File: config.mk
export PLATFORM = sky130hd
export DESIGN_NAME = ssub_serial
export DESIGN_NICKNAME = d
export VERILOG_FILES = /design/src/rtl/ssub_serial.sv
export SDC_FILE = /design/constraint.sdc
export NUM_CORES = 1
export LEC_CHECK = 0
export BUFFER_PORTS_ARGS = -buffer_cell sky130_fd_sc_hd__buf_2
export CAP_MARGIN = 20
export CORE_ASPECT_RATIO = 1.25
export CORE_UTILIZATION = 50
export DETAILED_ROUTE_END_ITERATION = 10
export GPL_TIMING_DRIVEN = 0
export HOLD_SLACK_MARGIN = 0.06
export PLACE_DENSITY_LB_ADDON = 0.2
export SETUP_SLACK_MARGIN = 0.5
export SKIP_LAST_GASP = 1
export SYNTH_ARGS = -nofsm -noshare
export SYNTH_HDL_FRONTEND = slang
export SYNTH_SLANG_ARGS = --single-unit
File: constraint.sdc
create_clock -name Clk -period 2.2 [get_ports Clk]
set_input_delay 0.44 -clock Clk [delete_from_list [all_inputs] [get_ports Clk]]
set_output_delay 0.44 -clock Clk [all_outputs]
set_load 0.01 [all_outputs]
File: src/rtl/ssub_serial.sv
// Bit-serial signed subtractor: diff = a - b, one bit per clock, LSB first.
// A single full-adder cell computes a + ~b + 1 with a registered carry.
module ssub_serial #(
    parameter int DATAWIDTH = 8
) (
    input  logic                 Clk,
    input  logic                 Rst,
    input  logic                 start,
    input  logic [DATAWIDTH-1:0] a,
    input  logic [DATAWIDTH-1:0] b,
    output logic                 busy,
    output logic                 done,
    output logic [DATAWIDTH-1:0] diff,
    output logic                 ovf
);

    localparam int CW = $clog2(DATAWIDTH) + 1;

    localparam logic [1:0] IDLE  = 2'd0;
    localparam logic [1:0] SHIFT = 2'd1;
    localparam logic [1:0] DONE  = 2'd2;

    localparam logic [CW-1:0] LAST = CW'(DATAWIDTH - 1);

    logic [1:0]           state;
    logic [DATAWIDTH-1:0] sa;
    logic [DATAWIDTH-1:0] sb;
    logic [DATAWIDTH-1:0] res;
    logic [CW-1:0]        cnt;
    logic                 carry;
    logic                 a_msb;
    logic                 b_msb;

    logic nb;
    logic sum_bit;
    logic carry_nx;

    // Full-adder cell on the current LSBs; the subtrahend bit is inverted.
    always_comb begin
        nb       = ~sb[0];
        sum_bit  = sa[0] ^ nb ^ carry;
        carry_nx = (sa[0] & nb) | (sa[0] & carry) | (nb & carry);
    end

    assign busy = (state == SHIFT);
    assign done = (state == DONE);

    // NOTE: every register here is assigned with <= so all updates in one
    // edge see the pre-edge values; blocking = would chain them within a cycle.
    always_ff @(posedge Clk or negedge Rst) begin
        if (!Rst) begin
            state <= IDLE;
            sa    <= '0;
            sb    <= '0;
            res   <= '0;
            cnt   <= '0;
            carry <= 1'b0;
            a_msb <= 1'b0;
            b_msb <= 1'b0;
            diff  <= '0;
            ovf   <= 1'b0;
        end else begin
            case (state)
                IDLE, DONE: begin
                    if (start) begin
                        sa    <= a;
                        sb    <= b;
                        a_msb <= a[DATAWIDTH-1];
                        b_msb <= b[DATAWIDTH-1];
                        carry <= 1'b1;
                        cnt   <= '0;
                        state <= SHIFT;
                    end else begin
                        state <= IDLE;
                    end
                end
                SHIFT: begin
                    sa    <= sa >> 1;
                    sb    <= sb >> 1;
                    carry <= carry_nx;
                    res   <= {sum_bit, res[DATAWIDTH-1:1]};
                    cnt   <= cnt + 1'b1;
                    if (cnt == LAST) begin
                        // The final bit is the sign of the result; publish it directly.
                        state <= DONE;
                        diff  <= {sum_bit, res[DATAWIDTH-1:1]};
                        ovf   <= (a_msb != b_msb) && (sum_bit != a_msb);
                    end
                end
                default: state <= IDLE;
            endcase
        end
    end

endmodule

==> metrics, run 1 <==
peak supply drop 0.772 mV; slowest CP cell dfrtp_1; H-tree depth 2; number of max-cap violations 0; antenna cell count 0; clock tree buffer depth 2; Arr. time, crit path roughly 1200 ps; vias in the first global route around 1200; TritonCTS Buffers 5; max-slew violations 0; wire length per cell about 14 microns; Placement Setup Slack ~320 ps; Synth Cell Area 1710 sq um; post-detailed-route DRC marker count 0; core area around 3200 sq um; port buffer count 29; DRT iter0 DRCs 23; Routed Wire Length roughly 3.2 mm; setup_tns 0 ps; average footprint of a synthesized cell between 10 and 15 sq um; cell count after placement about 220; fraction of layout cells with a size suffix above 1 a little over a quarter; CTS root buffer clkbuf_8; r2r setup slk between 500 and 600 ps; antenna viol nets, final 0; fin cells 233; CTS tree done; Post-Syn Nets ~180; Row Count 23; final hold slack 260 ps; Reg-to-Reg Start state[1]$_DFFE_PN0P_; initial core utilization a little over half; Ys Warns 0; Hold Path Class primary input to asynchronous set/reset pin; CP bufs+invs 4; setup violators final 0; sequential area share after synthesis 59.9%; Worst Setup Start Kind register; Overflow after GRT 0; routability-driven placement congestion ratio around 0.74; All-Layer GR Usage a little over a fifth; area delta synth->final 19.3%; Worst Skew roughly 8.3 ps; nets@finish 218; WS Path Type register to output pin; kind of end point of the critical path output pin; routed via count 1254; Final Cycle Share around three quarters; LEAKAGE approximately 0.0010 uW; Clock Sinks around 40; CTS clock-pin slew for the worst setup and hold paths roughly 70 ps; RSZ-0062 raised after global routing yes; DRT Pass-1 Iters 4; first-pass GRT wire length around 5.3 mm; CP dominant cell by count buf_6; I/O Pins 30; Worst-Skew Late Latency 290 ps; #FFs+latches synth a little over 40; cell count of the worst reg-to-reg path 5; largest net degree at the start of global routing 42; CP Max Fanout 9; width of the die around 54 microns; maximum clock frequency roughly 600 MHz; initial antenna violation count 0; reg-to-reg endpoint diff[1]$_DFFE_PN0P_; filler cell count approximately 290; Final HPWL DP approximately 2.3 mm; height of the chip a little under 70 microns; library cells used by synthesis 25; Rel. slew slack between 40% and 50%; PwrDens approximately 1400 nW/um^2; Worst-Margin Slew around 880 ps; full die area 3660 sq um; critical path's largest stage delay 370 ps; Mapped Cells around 160; vias per std cell 5.38; Worst path top cell family by delay buffers and inverters; status finished clean; final hold vios 0; CP required between 1500 and 2000 ps; min Tclk post-route ~1700 ps; CP Cell Sequence nand2b_1, buf_6, inv_8, buf_6, buf_6; worst setup margin 534 ps
[per-layer routing]
layer  track usage [%]  share of wire [%]
met3              6.98                4.1
met1              23.2                 41
met2              36.7                 53
met5                 0                  0
met4              7.69                1.5
[repair_timing]
item | in CTS | in global routing
buffers inserted | 2 | 2
hold buffers | 0 | 0
pin swaps | 1 | 0
setup endpoints to repair | 9 | 6
gates resized for setup | 2 | 7
[metrics by stage]
step                utilization [%]  power (uW)  instance area [sq um]
floorplan                         -        2080                   1710
global route                   63.4        3190                   2040
CTS                            62.3        2900                   2010
finish                         63.4        2930                   2040
global placement               59.0        2360                   1900
detailed placement             59.0        2420                   1900
[worst reg2reg max path: stages (launching register included)]
cell and delay [ps]:
dfrtp_1 370, nand2b_1 150, buf_6 140, nor4_4 340, buf_12 170, mux2_2 330
[worst max-delay path by stage]
stage | end | cells after the start | slack, ps | from
CTS | busy | 5 | 310 | state[1]$_DFFE_PN0P_
global placement | diff[4]$_DFFE_PN0P_ | 4 | 360 | cnt[0]$_DFFE_PN0P_
floorplan | diff[0]$_DFFE_PN0P_ | 4 | 560 | cnt[0]$_DFFE_PN0P_
global route | busy | 5 | 490 | state[1]$_DFFE_PN0P_
finish | busy | 5 | 530 | state[1]$_DFFE_PN0P_
detailed placement | diff[1]$_DFFE_PN0P_ | 4 | 320 | cnt[0]$_DFFE_PN0P_
[sequential cells by signal, indices dropped and copies added, names as in the netlist]
register and count:
carry 1, cnt 4, diff 8, sa 8, ovf 1, a_msb 1
res 7, b_msb 1, sb 8, state 2
[cells by family (layout without fill, tap and decap cells)]
logic type | Yosys count | count (layout) | synth area share [%]
muxes | 11 | 11 | 7.02
and+or+nand+nor | 65 | 65 | 17.3
buffers and inverters | 15 | 54 | 3.73
AOI/OAI and AO/OA | 22 | 22 | 9.58
xor gates and xnor gates | 1 | 1 | 0.512
adders and majority gates | 2 | 2 | 1.90
DFF | 41 | 41 | 59.9
[layout by cell type (no fill, tap or decap), drive strengths merged]
cell type	netlist	layout
buf	3	36
xnor2	1	1
nor2b	1	1
nand4	1	1
mux2i	3	3
and2b	1	1
clkbuf	6	11
nor3	2	2
a221o	1	1
nand2	41	41
fa	1	1
o22ai	2	2
o21ai	2	2
dfrtp	41	41
a22oi	14	14
nor4	1	1
a22o	3	3
mux2	8	8
inv	6	6
nor2	2	2
nand2b	3	3
ha	1	1
clkinv	0	1
nand3	13	13
[Yosys cell counts]
library cell  instances  area share (%)
nor2b_1               1            0.37
a22oi_1              14             6.1
mux2i_1               3             1.8
inv_2                 1            0.22
buf_6                 1            0.66
nor2_1                2            0.44
buf_1                 2            0.44
o21ai_0               2            0.58
mux2_2                8             5.3
nor3_1                2            0.58
nand3_1              13             3.8
inv_1                 5             1.1
nand2_1              41             9.0
xnor2_1               1            0.51
o22ai_1               2            0.73
fa_1                  1             1.2
nand2b_1              3             1.1
and2b_1               1            0.44
ha_1                  1            0.73
a221o_1               1            0.58
a22o_1                3             1.5
nand4_1               1            0.37
clkbuf_1              6             1.3
dfrtp_1              41              60
nor4_4                1             1.2
[final cells by class]
class / count / area [sq um] / share of cell area [%]
flip-flops and latches: 41 / 1030 / 50.2
multi-input cells: 101 / 622 / 30.5
repair buffers: 33 / 194 / 9.50
clock buffers: 5 / 68.8 / 3.37
plain buffers: 9 / 50.0 / 2.45
well taps: 37 / 46.3 / 2.27
inverters: 6 / 30.0 / 1.47
clock inverters: 1 / 5.00 / 0.245
[power breakdown]
part	internal (uW)	leakage [uW]	switching, uW
clock	209	0.0000399	237
combinational	550	0.000489	649
sequential	1090	0.000518	196
No activity file was read; power rests on OpenSTA's default activity.
==> run 2: changes to the inputs <==
--- a/config.mk
+++ b/config.mk
@@ -8,7 +8,7 @@
 export BUFFER_PORTS_ARGS = -buffer_cell sky130_fd_sc_hd__buf_2
 export CAP_MARGIN = 20
 export CORE_ASPECT_RATIO = 1.25
-export CORE_UTILIZATION = 50
+export CORE_UTILIZATION = 49
 export DETAILED_ROUTE_END_ITERATION = 10
 export GPL_TIMING_DRIVEN = 0
 export HOLD_SLACK_MARGIN = 0.06
==> constraint.sdc (replaced) <==
create_clock -name Clk -period 1.5 [get_ports Clk]
set_input_delay 0.3 -clock Clk [delete_from_list [all_inputs] [get_ports Clk]]
set_output_delay 0.3 -clock Clk [all_outputs]
set_load 0.01 [all_outputs]
==> metrics, run 2 (synthesis results as in run 1) <==
Worst-Margin Slew 898 ps (was 878 ps); first-pass GRT wire length 6.53 mm (was 5.33 mm); final hold vios 0 (unchanged); setup_tns -1250 ps (was 0 ps); commonest non-fill, non-tap cell in the layout dfrtp_1; fraction of layout cells with a size suffix above 1 56.3% (was 26.5%); Hold Path Class primary input to asynchronous set/reset pin (unchanged); post-detailed-route DRC marker count 0 (unchanged); vias per std cell 5.62 (was 5.38); initial core utilization 52.2% (was 53.1%); wire length per cell 19.0 microns (was 13.8 microns); routed via count 1466 (was 1254); number of max-cap violations 0 (unchanged); Worst Setup Start Kind register (unchanged); Row Count 23 (unchanged); I/O Pins 30 (unchanged); RSZ-0062 raised after global routing yes (unchanged); H-tree depth 2 (unchanged); worst setup margin -150 ps (was 534 ps); Critical Path Start state[1]$_DFFE_PN0P_ (unchanged); initial antenna violation count 0 (unchanged); width of the die 54.9 microns (was 54.3 microns); setup violators final 10 (was 0); min Tclk post-route 1650 ps; Final HPWL DP 2.37 mm (was 2.26 mm); PwrDens 2330 nW/um^2 (was 1440 nW/um^2); Layout Utilization 83.6% (was 63.4%); routability-driven placement congestion ratio 0.706 (was 0.744); CTS tree done (unchanged); CTS clock-pin slew for the worst setup and hold paths 90 ps (was 70 ps); largest net degree at the start of global routing 42 (unchanged); Reg-to-Reg Start state[1]$_DFFE_PN0P_ (unchanged); clock tree buffer depth 2 (unchanged); TritonCTS Buffers 5 (unchanged); Worst-Skew Late Latency 310 ps (was 290 ps); DRT Pass-1 Iters 6 (was 4); cell count after placement 223 (unchanged); Final Cycle Share 110%; Clock Sinks 41 (unchanged); CTS root buffer clkbuf_8 (unchanged); core area 3280 sq um (was 3220 sq um); status finished with violations (was finished clean); Arr. time, crit path 1850 ps (was 1230 ps); fin cells 261 (was 233); area delta synth->final 60.2% (was 19.3%); nets@finish 244 (was 218); final hold slack 107 ps (was 260 ps); registers with the most flip-flops diff: 8 flops, sa: 8 flops, sb: 8 flops (unchanged); DRT iter0 DRCs 29 (was 23); port buffer count 29 (unchanged); antenna viol nets, final 0 (unchanged); CP Max Fanout 9 (unchanged); WS Path Type register to register (was register to output pin); peak supply drop 1.72 mV (was 0.772 mV); vias in the first global route 1408 (was 1212); height of the chip 68.1 microns (was 67.4 microns); Placement Setup Slack -357 ps (was 320 ps); Worst Skew 13.1 ps (was 8.32 ps); Overflow after GRT 0 (unchanged); most frequent cells in the layout dfrtp_1, nand2_1, buf_2 (was nand2_1, dfrtp_1, buf_2); antenna cell count 0 (unchanged); CP required 1700 ps (was 1760 ps); kind of end point of the critical path register (was output pin); All-Layer GR Usage 26.1% (was 21.1%); max-slew violations 0 (unchanged); Rel. slew slack 40.2% (was 41.5%); LEAKAGE 0.00135 uW (was 0.00105 uW); full die area 3740 sq um (was 3660 sq um); maximum clock frequency slightly above 600 MHz; failing checks negative setup slack; Routed Wire Length 4.97 mm (was 3.22 mm)
==> run 2: cell count changes in the layout (fill, tap and decap cells not counted), sizes merged <==
cell | before | now
bufinv | 0 | 1
clkinvlp | 0 | 1
buf | 36 | 62
==> run 2: repair_timing <==
item                       4_1_cts  5_1_grt
setup endpoints to repair       52       52
gates cloned                     4        1
resized for setup               22       26
hold buffers                     0        0
pin swaps                       10       15
buffers inserted                15       10
==> run 2: routing by layer <==
metal | vias up | global-route usage [%] | share of wire (%) | routed length (microns)
met4 | 0 | 11.5 | 3.2 | 157
li1 | 667 | - | - | -
met3 | 15 | 6.89 | 3.6 | 178
met5 | - | 0 | 0 | 0
met1 | 739 | 26.4 | 37 | 1830
met2 | 45 | 48.0 | 56 | 2800
==> run 2: stage by stage <==
step                area (sq um)  total power [uW]
CTS                         2550              5730
finish                      2740              6390
detailed placement          2080              4000
global route                2740              6770
global placement            2080              3900
floorplan                   1890              3480
==> run 2: where the power goes <==
group          switching, uW  internal (uW)  leakage (uW)
Combinational           1530           1960      0.000782
Sequential               379           1610      0.000517
Clock                    427            498     0.0000543
==> run 2: critical path, cell delays in order (launching register included) <==
cell      delay, ps
dfrtp_1         390
nand2b_4        150
buf_12          130
nor4_4          360
buf_12          180
mux2_2          350
==> run 2: layout make-up <==
cell class	count	area [sq um]
flip-flops and latches	41	1030
multi-input cells	101	795
repair buffers	59	564
fillers	169	539
plain buffers	9	159
clock buffers	5	68.8
clock inverters	3	46.3
well taps	37	46.3
inverters	6	35.0
==> run 2: path summary, 6_finish.rpt <==
kind                                         to  slack, ps  cells past startpoint
min in group Clk              sa[5]$_DFFE_PN0P_        200                      3
min reg2reg                  res[1]$_DFFE_PN0P_        500                      2
max in group asynchronous  state[0]$_DFFE_PN0P_        780                      1
min                         diff[6]$_DFFE_PN0P_        110                      1
max reg2reg                 diff[6]$_DFFE_PN0P_       -150                      5
max                         diff[6]$_DFFE_PN0P_       -150                      5
==> run 3: changes to the inputs <==
--- a/config.mk
+++ b/config.mk
@@ -5,6 +5,7 @@
 export SDC_FILE = /design/constraint.sdc
 export NUM_CORES = 1
 export LEC_CHECK = 0
+export ABC_AREA = 1
 export BUFFER_PORTS_ARGS = -buffer_cell sky130_fd_sc_hd__buf_2
 export CAP_MARGIN = 20
 export CORE_ASPECT_RATIO = 1.25
@@ -13,8 +14,8 @@
 export GPL_TIMING_DRIVEN = 0
 export HOLD_SLACK_MARGIN = 0.06
 export PLACE_DENSITY_LB_ADDON = 0.2
+export RECOVER_POWER = 100
 export SETUP_SLACK_MARGIN = 0.5
-export SKIP_LAST_GASP = 1
 export SYNTH_ARGS = -nofsm -noshare
 export SYNTH_HDL_FRONTEND = slang
 export SYNTH_SLANG_ARGS = --single-unit
==> metrics, run 3 <==
Row Count 24 (was 23); #FFs+latches synth 41 (unchanged); full die area 3960 sq um (was 3740 sq um); maximum clock frequency 692 MHz (was 606 MHz); Yosys top cell by area dfrtp_1 (unchanged); I/O Pins 30 (unchanged); post-detailed-route DRC marker count 0 (unchanged); Overflow after GRT 0 (unchanged); area delta synth->final 47.7% (was 60.2%); setup_tns 0 ps (was -1250 ps); first-pass GRT wire length 7.18 mm (was 6.53 mm); cell count of the worst reg-to-reg path 6 (was 5); commonest non-fill, non-tap cell in the layout nand2_1 (was dfrtp_1); Tot Pwr 6090 uW (was 6390 uW); Synth Cell Area 1820 sq um (was 1710 sq um); Final HPWL DP 2.28 mm (was 2.37 mm); max-slew violations 0 (unchanged); Reg-to-Reg Start state[0]$_DFFE_PN0P_ (was state[1]$_DFFE_PN0P_); Layout Utilization 76.5% (was 83.6%); largest net degree at the start of global routing 42 (unchanged); port buffer count 29 (unchanged); CP bufs+invs 3 (was 2); Worst-Skew Late Latency 300 ps (was 310 ps); nets@finish 315 (was 244); Arr. time, crit path 1140 ps (was 1850 ps); CP Depth 4 (was 5); routed via count 1656 (was 1466); wire length per cell 14.9 microns (was 19.0 microns); Mapped Cells 226 (was 157); Clock Sinks 41 (unchanged); DRT Pass-1 Iters 4 (was 6); average footprint of a synthesized cell 8.05 sq um (was 10.9 sq um); TritonCTS Buffers 5 (unchanged); height of the chip 70.1 microns (was 68.1 microns); peak supply drop 1.55 mV (was 1.72 mV); Final Cycle Share 96.3% (was 110%); Post-synth ARST share 100% (unchanged); critical path's largest stage delay 420 ps (was 390 ps); initial antenna violation count 0 (unchanged); LEAKAGE 0.00145 uW (was 0.00135 uW); routability-driven placement congestion ratio 0.817 (was 0.706); DRT iter0 DRCs 79 (was 29); kind of end point of the critical path output pin (was register); Yosys top cell area share 56.4% (was 59.9%); Worst path top cell family by delay flip-flops (was simple AND/OR/NAND/NOR gates); r2r setup slk 80 ps (was -150 ps); Ys Warns 0 (unchanged); EDFF count, synth 0 (unchanged); vias per std cell 4.96 (was 5.62); WS Path Type register to output pin (was register to register); clock tree buffer depth 2 (unchanged); PwrDens 2270 nW/um^2 (was 2330 nW/um^2); registers with the most flip-flops diff: 8 flops, sa: 8 flops, sb: 8 flops (unchanged); Area after DPL 2040 sq um (was 2080 sq um); Primary FF master, synth dfrtp_1 (unchanged); fraction of layout cells with a size suffix above 1 42.4% (was 56.3%); Critical Path Start state[0]$_DFFE_PN0P_ (was state[1]$_DFFE_PN0P_); most frequent cells in the layout nand2_1, dfrtp_1, nand2_2 (was dfrtp_1, nand2_1, buf_2); final hold slack 165 ps (was 107 ps); Worst-Margin Slew 1040 ps (was 898 ps); antenna cell count 0 (unchanged); CTS root buffer clkbuf_8 (unchanged); vias in the first global route 1545 (was 1408); Worst Setup Start Kind register (unchanged); Worst Skew 5.58 ps (was 13.1 ps); status finished clean (was finished with violations); CP required 1200 ps (was 1700 ps); sequential area share after synthesis 56.4% (was 59.9%); reg-to-reg endpoint res[4]$_DFFE_PN0P_ (was diff[6]$_DFFE_PN0P_); CTS tree done (unchanged); Routed Wire Length 4.97 mm (about the same); final hold vios 0 (unchanged); slowest CP cell dfrtp_2 (was dfrtp_1); Synth area leaders dfrtp_1, nand2_1, inv_1, o21ai_0, nand3_1 (was dfrtp_1, nand2_1, a22oi_1, mux2_2, nand3_1); CTS clock-pin slew for the worst setup and hold paths 80 ps (was 90 ps); All-Layer GR Usage 24.2% (was 26.1%); Rel. slew slack 30.5% (was 40.2%); Post-Syn Nets 247 (was 178); library cells used by synthesis 19 (was 25); core area 3510 sq um (was 3280 sq um); min Tclk post-route 1440 ps (was 1650 ps); antenna viol nets, final 0 (unchanged); count leader, synth nand2_1; RSZ-0062 raised after global routing yes (unchanged); initial core utilization 51.8% (was 52.2%); H-tree depth 2 (unchanged); number of max-cap violations 0 (unchanged); width of the die 56.5 microns (was 54.9 microns); Hold Path Class primary input to asynchronous set/reset pin (unchanged); top cells by instance count after synthesis nand2_1, dfrtp_1, inv_1 (was dfrtp_1, nand2_1, a22oi_1); setup violators final 0 (was 10); CP dominant cell by count buf_6 (was buf_12); CP Cell Sequence inv_1, nor2_4, buf_6, buf_6 (was nand2b_4, buf_12, nor4_4, buf_12, mux2_2); CP Max Fanout 2 (was 9); post-route cell area 2690 sq um (was 2740 sq um)
-- run 3: cell count changes after synthesis, sizes merged, moves of 3 or more --
| cell | before | now |
|---|---|---|
| nand2 | 41 | 125 |
| inv | 6 | 27 |
| a22oi | 14 | 0 |
| mux2 | 8 | 0 |
| o21ai | 2 | 10 |
| nand3 | 13 | 6 |
| clkbuf | 6 | 0 |
| nor2 | 2 | 6 |
| a22o | 3 | 0 |
| mux2i | 3 | 0 |
| nand2b | 3 | 0 |
-- run 3: worst reg2reg max path, cell delays in order (launching register included) --
cell and delay, ps:
dfrtp_2 380, inv_1 90, nor2_4 140, buf_6 120, buf_6 100, clkbuf_1 340, o21ai_1 120
-- run 3: repair_timing --
action / CTS / global route
pin swaps: 12 / 28
endpoints found under the hold margin: 0 / 0
endpoints found under the setup margin: 52 / 52
setup buffers: 17 / 8
gates resized for setup: 46 / 66
gates cloned: 4 / 3
hold buffers: 0 / 0
-- run 3: per-layer routing --
| layer | share of wire, % | GRT usage [%] | up-vias | wire length, microns |
|---|---|---|---|---|
| li1 | - | - | 811 | - |
| met1 | 38 | 30.3 | 773 | 1910 |
| met2 | 54 | 39.0 | 58 | 2680 |
| met3 | 4.4 | 6.48 | 14 | 220 |
| met4 | 3.2 | 10.8 | 0 | 157 |
| met5 | 0 | 0 | - | 0 |
-- run 3: cells by family after synthesis --
logic type / after synthesis / share of synthesized area (%)
simple gates: 139 / 30.5
flops: 41 / 56.4
buf+inv: 32 / 7.91
compound gates: 12 / 3.44
fa+ha+maj: 2 / 1.79
-- run 3: layout make-up --
cell class              instances  area [sq um]
clock buffers                   7          96.3
flip-flops and latches         41          1030
inverters                      27           109
fillers                       247           826
clock inverters                 1          5.00
plain buffers                   5          40.0
well taps                      39          48.8
repair buffers                 60           445
multi-input cells             154           916
-- run 3: worst max-delay path by stage --
stage | slack [ps] | end
CTS | 120 | ovf$_DFFE_PN0P_
global placement | 120 | busy
global route | 20 | busy
floorplan | 220 | ovf$_DFFE_PN0P_
finish | 60 | busy
detailed placement | 110 | ovf$_DFFE_PN0P_
-- run 3: metrics by stage --
| step | worst slack (ps) | std cells |
|---|---|---|
| 2_1_floorplan | 218 | 226 |
| 3_3_place_gp | 123 | 294 |
| 3_5_place_dp | 112 | 294 |
| 4_1_cts | 115 | 323 |
| 5_1_grt | 16.7 | 334 |
| 6_report | 55.2 | 334 |
-- run 3: power breakdown --
| group | leakage [uW] | internal, uW | switching [uW] |
|---|---|---|---|
| logic | 0.000888 | 1520 | 1760 |
| registers | 0.000511 | 1610 | 386 |
| clock network | 0.0000542 | 416 | 403 |
